<file path="config.mk">
export PLATFORM = sky130hd
export DESIGN_NAME = dmem_access_ctrl
export DESIGN_NICKNAME = d
export VERILOG_FILES = /design/src/rtl/dmem_access_ctrl.sv
export SDC_FILE = /design/constraint.sdc
export NUM_CORES = 1
export LEC_CHECK = 0
export CAP_MARGIN = 20
export CORE_MARGIN = 2
export CORE_UTILIZATION = 35
export DETAILED_ROUTE_END_ITERATION = 10
export HOLD_SLACK_MARGIN = 0.03
export PLACE_DENSITY = 0.79
export REMOVE_ABC_BUFFERS = 1
export SLEW_MARGIN = 20
export SYNTH_ARGS = -nofsm -noshare
export SYNTH_HDL_FRONTEND = slang
export SYNTH_SLANG_ARGS = --single-unit
</file>
<file path="constraint.sdc">
create_clock -name clk -period 2.1 [get_ports clk]
set_input_delay 0.42 -clock clk [delete_from_list [all_inputs] [get_ports clk]]
set_output_delay 0.42 -clock clk [all_outputs]
set_load 0.1 [all_outputs]
</file>
<file path="src/rtl/dmem_access_ctrl.sv">
// dmem_access_ctrl: sequences MEM-stage loads/stores onto a multi-cycle,
// word-addressed data SRAM and freezes the pipeline (ready = 0) while the
// access is in flight. Out-of-range accesses are flagged without touching
// the SRAM.
module dmem_access_ctrl #(
    parameter int unsigned BASE_ADDR   = 1024,
    parameter int unsigned DEPTH       = 64,
    parameter int unsigned ADDR_W      = 6,
    parameter int unsigned WAIT_CYCLES = 4
) (
    input  logic              clk,
    input  logic              rst,
    input  logic              MEM_R_EN,
    input  logic              MEM_W_EN,
    input  logic [31:0]       alu_res,
    input  logic [31:0]       rm_val,
    input  logic [31:0]       sram_rdata,
    output logic              ready,
    output logic [31:0]       data_mem,
    output logic              addr_err,
    output logic              sram_en,
    output logic              sram_we,
    output logic [ADDR_W-1:0] sram_addr,
    output logic [31:0]       sram_wdata
);

    // Counter is wide enough to hold WAIT_CYCLES so the final increment
    // out of the last ACCESS cycle never wraps.
    localparam int unsigned CNT_W = $clog2(WAIT_CYCLES + 1);

    localparam logic [31:0]      BASE     = 32'(BASE_ADDR);
    localparam logic [31:0]      SPAN     = 32'(4 * DEPTH);
    localparam logic [CNT_W-1:0] CNT_LAST = CNT_W'(WAIT_CYCLES - 1);

    typedef enum logic [1:0] {
        ST_IDLE   = 2'd0,
        ST_ACCESS = 2'd1,
        ST_DONE   = 2'd2
    } state_t;

    state_t             state_q,    state_d;
    logic [CNT_W-1:0]   cnt_q,      cnt_d;
    logic               is_write_q, is_write_d;
    logic [ADDR_W-1:0]  addr_q,     addr_d;
    logic [31:0]        wdata_q,    wdata_d;
    logic [31:0]        data_mem_q, data_mem_d;
    logic               addr_err_q, addr_err_d;

    logic               req;
    logic               in_range;
    logic               cnt_last;
    logic [31:0]        off;
    logic [ADDR_W-1:0]  word_idx;

    // Request decode and byte-to-word address translation. A store wins
    // when both enables are set; the low two offset bits are simply dropped.
    always_comb begin
        req      = MEM_R_EN | MEM_W_EN;
        off      = alu_res - BASE;
        in_range = (alu_res >= BASE) && (off < SPAN);
        word_idx = off[ADDR_W+1:2];
        cnt_last = (cnt_q == CNT_LAST);
    end

    // State and datapath registers, cleared synchronously.
    always_ff @(posedge clk) begin
        if (rst) begin
            state_q    <= ST_IDLE;
            cnt_q      <= '0;
            is_write_q <= 1'b0;
            addr_q     <= '0;
            wdata_q    <= '0;
            data_mem_q <= '0;
            addr_err_q <= 1'b0;
        end else begin
            state_q    <= state_d;
            cnt_q      <= cnt_d;
            is_write_q <= is_write_d;
            addr_q     <= addr_d;
            wdata_q    <= wdata_d;
            data_mem_q <= data_mem_d;
            addr_err_q <= addr_err_d;
        end
    end

    // Next-state logic: IDLE dispatches, ACCESS counts out the SRAM
    // latency, DONE always hands back to IDLE after one cycle.
    always_comb begin
        state_d = state_q;
        unique case (state_q)
            ST_IDLE: begin
                if (req) begin
                    state_d = in_range ? ST_ACCESS : ST_DONE;
                end
            end
            ST_ACCESS: begin
                if (cnt_last) begin
                    state_d = ST_DONE;
                end
            end
            ST_DONE: begin
                state_d = ST_IDLE;
            end
            default: begin
                state_d = ST_IDLE;
            end
        endcase
    end

    // Datapath updates: latch the request on dispatch, capture the load
    // result (or zero for a store) on the final ACCESS edge.
    always_comb begin
        cnt_d      = cnt_q;
        is_write_d = is_write_q;
        addr_d     = addr_q;
        wdata_d    = wdata_q;
        data_mem_d = data_mem_q;
        addr_err_d = addr_err_q;
        unique case (state_q)
            ST_IDLE: begin
                if (req) begin
                    if (in_range) begin
                        cnt_d      = '0;
                        is_write_d = MEM_W_EN;
                        addr_d     = word_idx;
                        wdata_d    = rm_val;
                    end else begin
                        data_mem_d = '0;
                        addr_err_d = 1'b1;
                    end
                end
            end
            ST_ACCESS: begin
                cnt_d = cnt_q + 1'b1;
                if (cnt_last) begin
                    data_mem_d = is_write_q ? 32'h0 : sram_rdata;
                    addr_err_d = 1'b0;
                end
            end
            default: begin
                cnt_d = cnt_q;
            end
        endcase
    end

    // Output decode: freeze the pipeline whenever a request is pending or
    // being serviced; strobe the SRAM only while in ACCESS.
    always_comb begin
        ready   = 1'b1;
        sram_en = 1'b0;
        sram_we = 1'b0;
        unique case (state_q)
            ST_IDLE: begin
                ready = ~req;
            end
            ST_ACCESS: begin
                ready   = 1'b0;
                sram_en = 1'b1;
                sram_we = is_write_q;
            end
            ST_DONE: begin
                ready = 1'b1;
            end
            default: begin
                ready = 1'b1;
            end
        endcase
    end

    assign data_mem   = data_mem_q;
    assign addr_err   = addr_err_q;
    assign sram_addr  = addr_q;
    assign sram_wdata = wdata_q;

endmodule

</file>
==> results list <==
- In this run the remaining antenna-violating nets after routing total 0.
* Sequential power share: 0.478
- Mean cell area of the mapped netlist: 9.23 um2
* Remaining global-route overflow: 0
* Post-route DRC: 0
- 174 I/O pins were placed.
- The initial utilization of the core area, before any placement, comes to 0.363.
* Horizontal die dimension: 105 um
* Routed len/inst: 16.0 um
- Buffers inserted to repair hold after CTS numbered 0.
- The worst path in the final design needs a cycle of 2.12 ns, including I/O delays and setup.
- CTS saw 77 sinks.
- The first global-routing pass estimated 17800 um of wire.
- Post-route worst hold slack: 0.476 ns
- Synthesis produced a netlist whose cell count is 386.
- Final Cycle Share: 1.01
- The count of final max-slew check failures came to 0.
* Cell Rows: 36
- Run status: finished, violations left
* Number of warnings issued by yosys: 0
* Die height: 105 um
- Crit path launch type: primary input
- At the worst endpoint, the arrival time is 2.38 ns.
* Proportion of power drawn by combinational gates: 0.142
- Routability Congestion: 0.778
- Leaving out fill and tap cells, the most frequent cell in the layout is buf_4.
* Max-slew headroom at the worst pin: 0.745
- CTS clk-pin slew, worst paths: 0.08 ns
- The library cells used most frequently in the layout, excluding fill and tap cells, are buf_4 (93), dfxtp_1 (77), nand2b_1 (76).
* Unrepaired setup endpoints after global routing: true
- Net total in the final layout: 678
- Synthesis instantiated 45 different standard cells from the library.
- Cells along the critical path: buf_2, nor4_4, buf_4, buf_4, a41oi_2, o22a_1, nor4_4, buf_6, buf_12, buf_12, mux2i_4
- Of all nets on the critical path, the largest fanout is 5.
- Later-pin clock latency in the skew report: 0.34 ns
- Initial detailed-routing violation count: 157
* Flop-to-flop setup slack: 0.23 ns
* Longest Clk Path Bufs: 2
- The hold violation count in the final report came to 0.
- The most used flip-flop cell after synthesis is dfxtp_1.
- For this run, the slowest stage of the critical path takes 0.28 ns.
- Crit path buf inv count: 6
- Max Cap Viol: 0
- Ratio of cells with drive above 1 in the final layout: 0.269
- Of the synthesized area, sequential elements account for 0.433.
- After filler insertion, the fill cell instance count of the layout stands at 830.
* Final count of negative-setup-slack endpoints: 1
- Post-route setup slack: -0.0193 ns
* Clock power frac: 0.380
- Initial antenna violation count: 0
* Total via count after detailed routing: 3616
- Entering global routing, the biggest net connects 65 pins.
- Final wirelength: 11400 um
- Maximum VDD drop: 0.302 mV
* Maximum level of the CTS H-tree: 3
- Async set or reset register ratio after synthesis: 0
- After synthesis the netlist holds a flip-flop and latch count of 77.
- Total iterations of the first detailed-routing run: 4
* TritonCTS clock tree: yes
* Fmax: 0.472 GHz
* IO Port Bufs: 171
- Number of global-route vias before repair: 3604
- STA classifies the critical path endpoint as a flop.
- The tightest min-delay check is of the flop to flop type.
* TritonCTS buffer count: 9
- OpenSTA, run right after detailed placement, puts the worst setup slack at -0.697 ns.
* Net switching power of the design: 742 uW
- EDFF count, synth: 0
* Post-Syn Area: 0.00356 mm2
* Worst setup path category: primary input to flop
- STA puts the critical path data required time at 2.36 ns.
- Area Overhead vs Synth: 65.9%
- Buffer type at the clock tree root: clkbuf_8
- At the pin with the least slew margin, the transition time is 0.378 ns.
* Total Die Area: 0.0110 mm2
- Summing internal, switching and leakage power gives 3060 uW.
- Dividing the detail-routed via count by the number of cells gives 5.06.
- Among cell families on the critical path, the largest total delay comes from buffers and inverters.
* Total leakage power: 0.00223 uW
* Standard cell core area: 0.00982 mm2
* Internal power component: 2320 uW
- The checks that failed: negative setup slack.
* Largest clock skew in the final design: 0.0114 ns
- The HPWL after detailed placement is 7400 um.
- Dividing total power by cell area gives a power density of 518 mW/mm2.
- Switching part of the total power: 0.242
- Global routing usage summed across all routing layers: 0.197
* Worst-path cell with the longest stage delay: nor4_4
* Antenna Cells: 0
## tightest hold or removal path, stage by stage, from the launching register on
cell      delay [ns]
dfxtp_1         0.32
nand2b_1        0.06
mux2i_1         0.05
## power by group through the flow
stage / registers, uW / logic [uW] / clock network (uW)
after global routing: 1470 / 463 / 1270
after detailed placement: 1500 / 426 / 0
after floorplan: 1520 / 124 / 0
after CTS: 1460 / 429 / 1200
final: 1460 / 436 / 1160
after global placement: 1500 / 418 / 0
## cells in the mapped netlist (2+ instances only)
master     count  share of area
nor3b_1        2         0.0042
buf_4          2         0.0042
and3_1         2         0.0035
o2bb2ai_1      2         0.0049
clkbuf_1      26          0.027
a211oi_1      34          0.072
nand4_1        2         0.0035
nand2_1        4         0.0042
nand3_1        2         0.0028
nor2_1         8         0.0084
a21oi_1       65          0.091
ha_1           2         0.0070
nor3_1         7         0.0098
nor4_4         2          0.012
mux2i_1       38           0.11
dfxtp_1       77           0.43
inv_1          6         0.0063
nand4b_1       2         0.0049
o21ai_0        2         0.0028
nand2b_1      76           0.13
## repair_timing
item / 4_1_cts / 5_1_grt
pin swaps: 14 / 7
setup endpoints to repair: 75 / 74
cloned: 5 / 2
setup buffers: 14 / 2
gates resized for setup: 68 / 11
## layer usage
metal  GRT usage  part of all wire  up-vias
met2       0.333              0.49      164
met1       0.231              0.42     1668
li1            -                 -     1763
met4      0.0924             0.023        0
met5           0                 0        -
met3      0.0543             0.076       21
## layout make-up
class / instances / area, um2 / area share
Clock buffer: 11 / 151 / 0.0256
Clock inverter: 5 / 58.8 / 0.00995
Inverter: 6 / 22.5 / 0.00381
Multi-Input combinational cell: 272 / 1940 / 0.328
Sequential cell: 77 / 1540 / 0.261
Tap cell: 133 / 166 / 0.0282
Timing Repair Buffer: 210 / 2030 / 0.344
## per-stage QoR
| step | utilization | cells | setup TNS, ns | cell area, um2 |
|---|---|---|---|---|
| after floorplan | - | 355 | -82.36 | 3420 |
| after global placement | 0.544 | 677 | -33.51 | 5350 |
| after detailed placement | 0.544 | 677 | -40.94 | 5350 |
| after CTS | 0.597 | 712 | 0 | 5860 |
| after global routing | 0.602 | 714 | -0.0205 | 5910 |
| final | 0.602 | 714 | -0.0193 | 5910 |
## final timing paths
kind,from,to,cells after the start
max reg2reg,state_q[0],data_mem[26],6
min,sram_wdata[9],sram_wdata[9],2
max,alu_res[21],sram_wdata[31],11
min reg2reg,sram_wdata[9],sram_wdata[9],2
## registers in the layout, summed over array words and instances (netlist names)
name and cells:
sram_wdata 32, sram_addr 6, is_write_q 1, addr_err 1
state_q 2, data_mem 32, cnt_q 3
## logic make-up after synthesis
group,Yosys count,share of synthesized area
muxes,38,0.107
xor gates and xnor gates,1,0.00246
adders and majority gates,2,0.00702
and+or+nand+nor,116,0.207
AOI/OAI and AO/OA,115,0.197
buffers and inverters,37,0.0467
DFF,77,0.433
No activity file was read; power rests on OpenSTA's default activity.
